===== src/rtl/level_pkg.sv =====
// Shared encodings for the obstacle scheduler: obstacle kinds, lane heights and FSM states.
package level_pkg;

   typedef enum logic [1:0] {
      KIND_NONE = 2'd0,
      KIND_HIGH = 2'd1,
      KIND_LOW2 = 2'd2,
      KIND_LOW3 = 2'd3
   } kind_t;

   typedef enum logic [1:0] {
      ST_IDLE   = 2'd0,
      ST_RUN    = 2'd1,
      ST_FREEZE = 2'd2
   } state_t;

   localparam int Y_HIGH_A = 160;
   localparam int Y_HIGH_B = 200;
   localparam int Y_LOW    = 245;

   function automatic kind_t kind_of(input logic [1:0] r);
      kind_t k;
      case (r)
         2'd2:    k = KIND_LOW2;
         2'd3:    k = KIND_LOW3;
         default: k = KIND_HIGH;
      endcase
      return k;
   endfunction

   function automatic int lane_of(input logic [1:0] r);
      int v;
      case (r)
         2'd0:    v = Y_HIGH_A;
         2'd1:    v = Y_HIGH_B;
         default: v = Y_LOW;
      endcase
      return v;
   endfunction

endpackage


===== src/rtl/obs_slot.sv =====
// One obstacle slot: occupancy, kind, position, scroll and retirement.
module obs_slot
   import level_pkg::*;
#(
   parameter int CORDW   = 10,
   parameter int X_START = 780,
   parameter int X_END   = 80
)(
   input  logic             clk,
   input  logic             rst,
   input  logic             clear,
   input  logic             move,
   input  logic             alloc,
   input  logic [1:0]       alloc_kind,
   input  logic [CORDW-1:0] alloc_y,
   input  logic [3:0]       step,
   output logic             busy,
   output logic [1:0]       kind,
   output logic [CORDW-1:0] x,
   output logic [CORDW-1:0] y,
   output logic             retire_hit,
   output logic             retire
);

   // One extra bit so X_END+step cannot wrap near the top of the coordinate range.
   logic [CORDW:0] retire_lim;

   assign retire_lim = (CORDW+1)'(X_END) + (CORDW+1)'(step);
   assign retire_hit = move & busy & ({1'b0, x} <= retire_lim);

   always_ff @(posedge clk or posedge rst) begin
      if (rst) begin
         busy   <= 1'b0;
         kind   <= KIND_NONE;
         x      <= CORDW'(X_START);
         y      <= '0;
         retire <= 1'b0;
      end else begin
         retire <= 1'b0;
         if (clear) begin
            busy <= 1'b0;
            kind <= KIND_NONE;
            x    <= CORDW'(X_START);
            y    <= '0;
         end else if (alloc) begin
            busy <= 1'b1;
            kind <= alloc_kind;
            x    <= CORDW'(X_START);
            y    <= alloc_y;
         end else if (retire_hit) begin
            busy   <= 1'b0;
            kind   <= KIND_NONE;
            x      <= CORDW'(X_START);
            retire <= 1'b1;
         end else if (move && busy) begin
            x <= x - CORDW'(step);
         end
      end
   end

endmodule


===== src/rtl/obstacle_scheduler.sv =====
// Obstacle spawn/scroll scheduler: cooldown-paced allocation into NSLOT slots, scoring on retire.
// Optional SCROLL_SPEED_RAMP_EN raises the scroll step every RAMP_SPAWNS spawns.
//   state     | meaning
//   ST_IDLE   | all slots free, counters cleared, waiting for game_run
//   ST_RUN    | spawn_tick/move_tick processed
//   ST_FREEZE | everything held, strobes ignored
module obstacle_scheduler
   import level_pkg::*;
#(
   parameter int NSLOT       = 3,
   parameter int CORDW       = 10,
   parameter int COOLDOWN    = 18,
   parameter int X_START     = 780,
   parameter int X_END       = 80,
   parameter int RAMP_SPAWNS = 8,
   parameter int STEP_MAX    = 4
)(
   input  logic                   CLK,
   input  logic                   RESET,
   input  logic                   game_run,
   input  logic                   game_clear,
   input  logic                   spawn_tick,
   input  logic                   move_tick,
   input  logic [12:0]            rand_val,
   output logic [NSLOT-1:0]       busy,
   output logic [2*NSLOT-1:0]     kind,
   output logic [CORDW*NSLOT-1:0] x,
   output logic [CORDW*NSLOT-1:0] y,
   output logic [3:0]             step,
   output logic                   spawn_pulse,
   output logic [NSLOT-1:0]       retire_pulse,
   output logic [15:0]            score
);

   localparam int CDW = (COOLDOWN < 1) ? 1 : $clog2(COOLDOWN + 1);

   state_t           state;
   logic [CDW-1:0]   cooldown;
   logic             running;
   logic             slot_clear;
   logic             do_move;
   logic             do_spawn;
   logic             cool_full;
   logic             found;
   logic [NSLOT-1:0] pick;
   logic [NSLOT-1:0] alloc;
   logic [NSLOT-1:0] retire_hit;
   logic [15:0]      ret_cnt;
   logic [16:0]      score_sum;
   logic [15:0]      score_next;
   logic [1:0]       new_kind;
   logic [CORDW-1:0] new_y;
   logic             unused_rand;

   assign unused_rand = ^rand_val[12:2];

   assign running    = (state == ST_RUN) && !game_clear;
   assign slot_clear = game_clear || (state == ST_IDLE);
   assign do_move    = running && move_tick;
   assign cool_full  = (cooldown == CDW'(COOLDOWN));
   assign do_spawn   = running && spawn_tick && cool_full && found;
   assign alloc      = pick & {NSLOT{do_spawn}};
   assign new_kind   = kind_of(rand_val[1:0]);
   assign new_y      = CORDW'(lane_of(rand_val[1:0]));

   // Allocation looks at start-of-cycle busy, so a slot retiring now stays unavailable.
   always_comb begin
      pick  = '0;
      found = 1'b0;
      for (int i = 0; i < NSLOT; i++) begin
         if (!busy[i] && !found) begin
            pick[i] = 1'b1;
            found   = 1'b1;
         end
      end
   end

   always_comb begin
      ret_cnt = '0;
      for (int i = 0; i < NSLOT; i++) begin
         ret_cnt = ret_cnt + {15'd0, retire_hit[i]};
      end
      score_sum  = {1'b0, score} + {1'b0, ret_cnt};
      score_next = score_sum[16] ? 16'hFFFF : score_sum[15:0];
   end

   for (genvar i = 0; i < NSLOT; i++) begin : g_slot
      obs_slot #(
         .CORDW   (CORDW),
         .X_START (X_START),
         .X_END   (X_END)
      ) u_slot (
         .clk        (CLK),
         .rst        (RESET),
         .clear      (slot_clear),
         .move       (do_move),
         .alloc      (alloc[i]),
         .alloc_kind (new_kind),
         .alloc_y    (new_y),
         .step       (step),
         .busy       (busy[i]),
         .kind       (kind[2*i +: 2]),
         .x          (x[CORDW*i +: CORDW]),
         .y          (y[CORDW*i +: CORDW]),
         .retire_hit (retire_hit[i]),
         .retire     (retire_pulse[i])
      );
   end

   always_ff @(posedge CLK or posedge RESET) begin
      if (RESET) begin
         state       <= ST_IDLE;
         cooldown    <= '0;
         score       <= '0;
         spawn_pulse <= 1'b0;
      end else begin
         spawn_pulse <= do_spawn;
         if (game_clear) begin
            state    <= ST_IDLE;
            cooldown <= '0;
            score    <= '0;
         end else begin
            case (state)
               ST_IDLE: begin
                  cooldown <= '0;
                  score    <= '0;
                  if (game_run) state <= ST_RUN;
               end
               ST_RUN: begin
                  if (!game_run) state <= ST_FREEZE;
                  // With every slot busy the cooldown parks at COOLDOWN until one frees.
                  if (spawn_tick) begin
                     if (!cool_full)    cooldown <= cooldown + 1'b1;
                     else if (do_spawn) cooldown <= '0;
                  end
                  score <= score_next;
               end
               ST_FREEZE: begin
                  if (game_run) state <= ST_RUN;
               end
               default: state <= ST_IDLE;
            endcase
         end
      end
   end

`ifdef SCROLL_SPEED_RAMP_EN
   localparam int RCW = (RAMP_SPAWNS < 2) ? 1 : $clog2(RAMP_SPAWNS);
   logic [RCW-1:0] spawn_cnt;

   always_ff @(posedge CLK or posedge RESET) begin
      if (RESET) begin
         step      <= 4'd1;
         spawn_cnt <= '0;
      end else if (slot_clear) begin
         step      <= 4'd1;
         spawn_cnt <= '0;
      end else if (do_spawn) begin
         if (spawn_cnt == RCW'(RAMP_SPAWNS - 1)) begin
            spawn_cnt <= '0;
            if (step < 4'(STEP_MAX)) step <= step + 4'd1;
         end else begin
            spawn_cnt <= spawn_cnt + 1'b1;
         end
      end
   end
`else
   localparam int unused_ramp = RAMP_SPAWNS + STEP_MAX;
   assign step = 4'd1;
`endif

endmodule


===== config.mk =====
export PLATFORM = sky130hd
export DESIGN_NAME = obstacle_scheduler
export DESIGN_NICKNAME = d
export VERILOG_FILES = /design/src/rtl/level_pkg.sv /design/src/rtl/obs_slot.sv /design/src/rtl/obstacle_scheduler.sv
export SDC_FILE = /design/constraint.sdc
export NUM_CORES = 1
export LEC_CHECK = 0
export BUFFER_PORTS_ARGS = -buffer_cell sky130_fd_sc_hd__buf_2
export CELL_PAD_IN_SITES_DETAIL_PLACEMENT = 1
export CELL_PAD_IN_SITES_GLOBAL_PLACEMENT = 2
export CORE_UTILIZATION = 35
export CTS_CLUSTER_SIZE = 25
export DETAILED_ROUTE_END_ITERATION = 6
export PLACE_DENSITY = 0.83
export REMOVE_ABC_BUFFERS = 1
export SLEW_MARGIN = 30
export SYNTH_ARGS = -nofsm -noshare
export SYNTH_HDL_FRONTEND = slang
export SYNTH_SLANG_ARGS = --single-unit

===== constraint.sdc =====
create_clock -name CLK -period 9 [get_ports CLK]
set_input_delay 0.9 -clock CLK [delete_from_list [all_inputs] [get_ports CLK]]
set_output_delay 0.9 -clock CLK [all_outputs]
set_load 0.1 [all_outputs]

==> results.cfg, run 1 <==
[clock_network]
post_cts_resized = 0
clk_latency_ns = 0.34
postCtsHoldBufs = 0
cts_tree = yes
cts_buffer_depth = 2
cts.sink_count = 81
numCtsBuffers = 9
cts.clk_slew.worst_paths_ns = 0.06
root_buffer = clkbuf_16
htreeDepth = 3
cts_setup_buffers = 0

[cells_and_area]
area_growth_pct = 17.3
layout.nets = 551
final_area_um2 = 5150
fillCellCount = 1450
antenna_cells = 0
fin_util_pct = 42.6
final_layout_size_suffix_gt1_share_pct = 26.1

[yosys]
syn_avg_cell_area_um2 = 9.79
seq_area_frac_synth_pct = 46.5
ys_ff_latch = 81
yosysWarningCount = 0
synthDistinctLibCells = 68
synth_top_cells_by_area = dfrtp_1 39%, dfstp_2 7.2%, buf_4 4.3%
synth_top_area_share_pct = 39.3
synthFlopType = dfrtp_1
synth_top_area_cell = dfrtp_1
synth-async-reset-ratio_pct = 100
syn_inst = 449
syn_area_um2 = 4400
synth_edf_count = 0

[routing]
via_per_inst = 5.27
wire_per_inst_um = 17.4
antenna_left = 0
drc = 0
first_iter_violations = 135
vias = 3654
first_pass_iters = 4
postRouteWirelength_um = 12000

[floorplanning]
fp.dieArea_um2 = 13000
dieWidth_um = 114
rows = 40
coreArea_um2 = 12100
die_h_um = 114
start_util_pct = 36.3
num_io_pins = 112

[place]
place.gp.congestion = 0.753
port-buffer-count = 87
hpwlAfterDp_um = 8450
preCtsSetupSlack_ns = 3.73
placed_cell_area_um2 = 4850

[pwr]
pwr-share-clk_pct = 45.1
leakagePower_uw = 0.00236
vdd.ir_drop.worst_uv = 72.6
seq_power_share_pct = 46.1
p_sw_uw = 209
power_uw = 804
swShare_pct = 26.0
internal_power_uw = 594
power_frac_comb_pct = 8.8
power.density_nw_per_um2 = 156

[timing]
setup_ws_ns = 4.11
skew_ns = 0.00599
post-route-period-util_pct = 54.3
rsz0062_at_grt = false
finalCriticalPeriod_ns = 4.89
drv_slew = 0
tns_ns = 0
clock.fmax_mhz = 204
worst_pin_slew_ns = 0.750
hold_viol = 0
setup_viol = 0
relSlewSlack_pct = 49.9

[flow_run]
drv_cap = 0

[global_routing]
grtUsageTotal_pct = 19.7
grt_start_max_net_pins = 82
grt_pass1_vias = 3807
antenna_found_initial = 0
grt_pass1_wl_um = 20000
gr-total-overflow = 0

[worst_setup_path]
cp_max_fo = 16
cp-start-kind = primary input
cp.arrival_ns = 5.06
path_class = in -> reg
end_kind = flop
crit_required_ns = 9.17

[hold_path]
min_path_type = reg -> reg

[run_status]
status = complete, no violations
==> placed cells by master, fill, tap and decap left out, drive strengths merged, types with 4 or more instances in the layout <==
master | netlist | layout
or4 | 6 | 6
nand2b | 5 | 5
or3 | 7 | 7
nand3 | 31 | 31
nor4 | 13 | 13
conb | 2 | 13
nor2 | 38 | 38
dfrtp | 69 | 69
inv | 13 | 12
clkbuf | 9 | 15
ha | 10 | 10
o31ai | 6 | 6
nand2 | 31 | 31
o311ai | 8 | 8
xnor2 | 21 | 21
o21ai | 29 | 29
buf | 34 | 91
and2 | 4 | 4
nand3b | 4 | 4
dfstp | 12 | 12
a211oi | 7 | 7
nor3 | 18 | 18
a21o | 4 | 4
nor3b | 4 | 4
a21oi | 10 | 10
==> kinds of logic after synthesis <==
logic type      after synthesis  synth area share [%]
compound gates               97                  15.8
mux                           2                 0.455
flops                        81                  46.5
buf+inv                      56                  7.14
fa+ha+maj                    12                  3.76
simple gates                176                  21.7
other cells                   2                 0.171
xor+xnor                     23                  4.58
==> through the flow <==
stage                     instances  hold WS [ns]
after global routing            693         0.515
after detailed placement        676         0.490
after floorplan                 417         0.518
after global placement          676         0.482
final                           693         0.503
after CTS                       692         0.511
==> registers in the layout, indices dropped and copies added, names as in the netlist <==
| register | cells |
|---|---|
| cooldown | 5 |
| g_slot.u_slot.busy | 3 |
| g_slot.u_slot.kind | 6 |
| g_slot.u_slot.retire | 3 |
| g_slot.u_slot.x | 30 |
| g_slot.u_slot.y | 15 |
| score | 16 |
| spawn_pulse | 1 |
| state | 2 |
==> power groups by stage <==
stage / combinational [uW] / clock [uW] / sequential, uW
3_5_place_dp: 71.5 / 0 / 377
6_report: 70.6 / 363 / 370
5_1_grt: 76.1 / 386 / 371
4_1_cts: 71.5 / 370 / 370
2_1_floorplan: 47.4 / 0 / 384
3_3_place_gp: 70.3 / 0 / 377
==> Yosys cell counts (all sizes together), types with 3 or more instances <==
cell type  count
a21oi         10
nor3b          4
a31oi          3
nor4          13
nand3b         4
ha            10
nor2          38
dfstp         12
nand2b         5
a211oi         7
and3           3
buf           34
or3            7
nand2         31
nand3         31
o311a          3
and2           4
o31ai          6
o21ai         29
clkbuf         9
a21o           4
dfrtp         69
or4            6
xnor2         21
or2            3
nor3          18
inv           13
o311ai         8
==> critical path: stages <==
cell	delay, ns
buf_2	0.15
nor3b_4	0.66
nand3_1	0.25
or4_4	0.50
nor2_2	0.26
fa_1	0.48
ha_1	0.23
fa_1	0.44
and3_1	0.24
nand3_1	0.17
nor3_1	0.10
nand3_1	0.42
o311ai_0	0.23
==> final timing paths <==
kind                                        from                       to  slack [ns]  cells after the start
setup / recovery                      game_clear                 score[8]        4.11                     13
hold / removal             g_slot[2].u_slot.y[7]    g_slot[2].u_slot.y[7]        0.50                      2
setup reg to reg                        state[1]                 score[8]        4.31                     12
hold reg to reg            g_slot[2].u_slot.y[7]    g_slot[2].u_slot.y[7]        0.50                      2
max in group asynchronous                  RESET  g_slot[1].u_slot.retire        7.74                      3
min in group asynchronous                  RESET    g_slot[2].u_slot.x[7]        0.76                      3
==> layout make-up <==
type	instances	area, um^2	share of cell area (%)
tap	168	210	4.08
multi-input combinational	323	2080	40.4
inverter	13	50.0	0.971
sequential	81	2040	39.6
clock buffer	14	284	5.51
timing repair buffer	92	474	9.20
clock inverter	2	10.0	0.194
==> metal layers <==
metal	global-route usage, %	wire length, um	vias up	share of wire, %
li1	-	-	1735	-
met1	25.1	5430	1823	45
met2	33.5	5940	76	49
met3	3.02	390	20	3.2
met4	8.31	275	0	2.3
met5	0	0	-	0
No activity file was read; power rests on OpenSTA's default activity.
==> run 2: changes to the inputs <==
--- a/config.mk
+++ b/config.mk
@@ -8,10 +8,10 @@
 export BUFFER_PORTS_ARGS = -buffer_cell sky130_fd_sc_hd__buf_2
 export CELL_PAD_IN_SITES_DETAIL_PLACEMENT = 1
 export CELL_PAD_IN_SITES_GLOBAL_PLACEMENT = 2
-export CORE_UTILIZATION = 35
+export CORE_UTILIZATION = 32
 export CTS_CLUSTER_SIZE = 25
 export DETAILED_ROUTE_END_ITERATION = 6
-export PLACE_DENSITY = 0.83
+export PLACE_DENSITY = 0.77
 export REMOVE_ABC_BUFFERS = 1
 export SLEW_MARGIN = 30
 export SYNTH_ARGS = -nofsm -noshare
==> constraint.sdc (replaced) <==
create_clock -name CLK -period 4.9 [get_ports CLK]
set_input_delay 0.49 -clock CLK [delete_from_list [all_inputs] [get_ports CLK]]
set_output_delay 0.49 -clock CLK [all_outputs]
set_load 0.1 [all_outputs]
==> run 2 against run 1 <==
- count of clock-buffer cells in the layout shrank 2
- combinational power grew 86%
- clock skew grew 0.0044 ns
==> results.cfg, run 2 (synthesized netlist as in run 1, its figures left out) <==
[run_status]
status = complete, no violations

[global_routing]
antenna_found_initial = 0
grtUsageTotal_pct = 18.0
grt_pass1_vias = 3779
gr-total-overflow = 0
grt_pass1_wl_um = 20200
grt_start_max_net_pins = 43

[routing]
antenna_left = 0
drc = 0
via_per_inst = 5.28
first_pass_iters = 4
postRouteWirelength_um = 12200
first_iter_violations = 148
vias = 3711
wire_per_inst_um = 17.4

[cells_and_area]
layout.nets = 553
area_growth_pct = 18.2
fillCellCount = 1534
final_common_cell = buf_2
final_layout_size_suffix_gt1_share_pct = 26.6
reg_top3 = g_slot.u_slot.x: 30 flops, score: 16 flops, g_slot.u_slot.y: 15 flops
antenna_cells = 0
top_register = g_slot.u_slot.x
largest_register_ffs = 30
final_cell_mix = 87 x buf_2, 69 x dfrtp_1, 37 x nor2_1

[worst_setup_path]
crit_required_ns = 5.06
cp-start-kind = flop
cp.arrival_ns = 4.42
reg2reg_depth = 12
rr_endpoint = score[7]
end_kind = flop
cp_max_fo = 13
r2r_start = state[1]
ff2ff_setup_slack_ns = 0.64
path_class = reg -> reg

[place]
place.gp.congestion = 0.774
hpwlAfterDp_um = 8640
port-buffer-count = 87

[timing]
post-route-period-util_pct = 86.9
skew_ns = 0.0104
holdWs_ns = 0.254
tns_ns = 0
relSlewSlack_pct = 50.8
finalCriticalPeriod_ns = 4.26
setup_viol = 0
clock.fmax_mhz = 235
worst_pin_slew_ns = 0.738
rsz0062_at_grt = false
drv_slew = 0
hold_viol = 0

[floorplanning]
fp.dieArea_um2 = 14200
dieWidth_um = 119
coreArea_um2 = 13300
start_util_pct = 33.1
num_io_pins = 112
die_h_um = 119
rows = 42

[clock_network]
cts_setup_buffers = 0
htreeDepth = 3
cts_tree = yes
root_buffer = clkbuf_16
post_cts_resized = 0
numCtsBuffers = 9
clk_latency_ns = 0.34
cts_buffer_depth = 2
cts.sink_count = 81
postCtsHoldBufs = 0
cts.clk_slew.worst_paths_ns = 0.07

[pwr]
leakagePower_uw = 0.00237
power.density_nw_per_um2 = 292
power_uw = 1520
vdd.ir_drop.worst_uv = 133

[flow_run]
drv_cap = 0

[hold_path]
min_path_type = in -> async
==> run 2: cell type report <==
type	count	area, um^2	share of cell area (%)
multi-input cells	323	2080	40.1
flip-flops and latches	81	2040	39.3
inverters	13	50.0	0.963
clock buffers	12	267	5.13
well taps	176	220	4.24
repair buffers	94	485	9.34
clock inverters	4	50.0	0.963
==> run 2: metal layers <==
layer	vias to the layer above	track usage [%]	share of wire, %	routed length, um
li1	1741	-	-	-
met1	1875	23.5	44	5410
met2	79	30.7	51	6170
met3	16	3.21	4.1	500
met4	0	4.67	1.1	129
met5	-	0	0	0
==> run 2: critical path, stage by stage (launching register included) <==
cell      delay (ns)
dfrtp_1         0.50
nor3b_4         0.33
nand3_1         0.17
or4_4           0.46
nor2_2          0.28
fa_1            0.47
ha_1            0.23
fa_1            0.43
and3_1          0.23
nand3_1         0.16
nor3_1          0.09
nand3_1         0.44
o311ai_0        0.27
==> run 2: through the flow <==
step,cells,utilization (%),instance area (um^2),setup WS [ns]
2_1_floorplan,417,-,4170,0.705
3_3_place_gp,686,36.7,4880,0.588
3_5_place_dp,686,36.7,4880,0.488
4_1_cts,702,39.1,5190,0.591
5_1_grt,703,39.1,5200,0.390
6_report,703,39.1,5200,0.643
==> run 2: worst max path at each step <==
stage,start,endpoint,depth (start not counted)
5_1_grt,state[1],score[7],12
3_5_place_dp,game_clear,score[7],13
4_1_cts,state[1],score[7],12
3_3_place_gp,game_clear,score[9],13
6_report,state[1],score[7],12
2_1_floorplan,g_slot[2].u_slot.x[0],score[7],12
==> run 2: where the power goes <==
group	internal [uW]	leakage (uW)	switching (uW)	total (uW)
combinational	20.4	0.00113	110	131
sequential	674	0.00109	6.41	681
clock	436	0.000151	271	707
total	1130	0.00237	387	1520
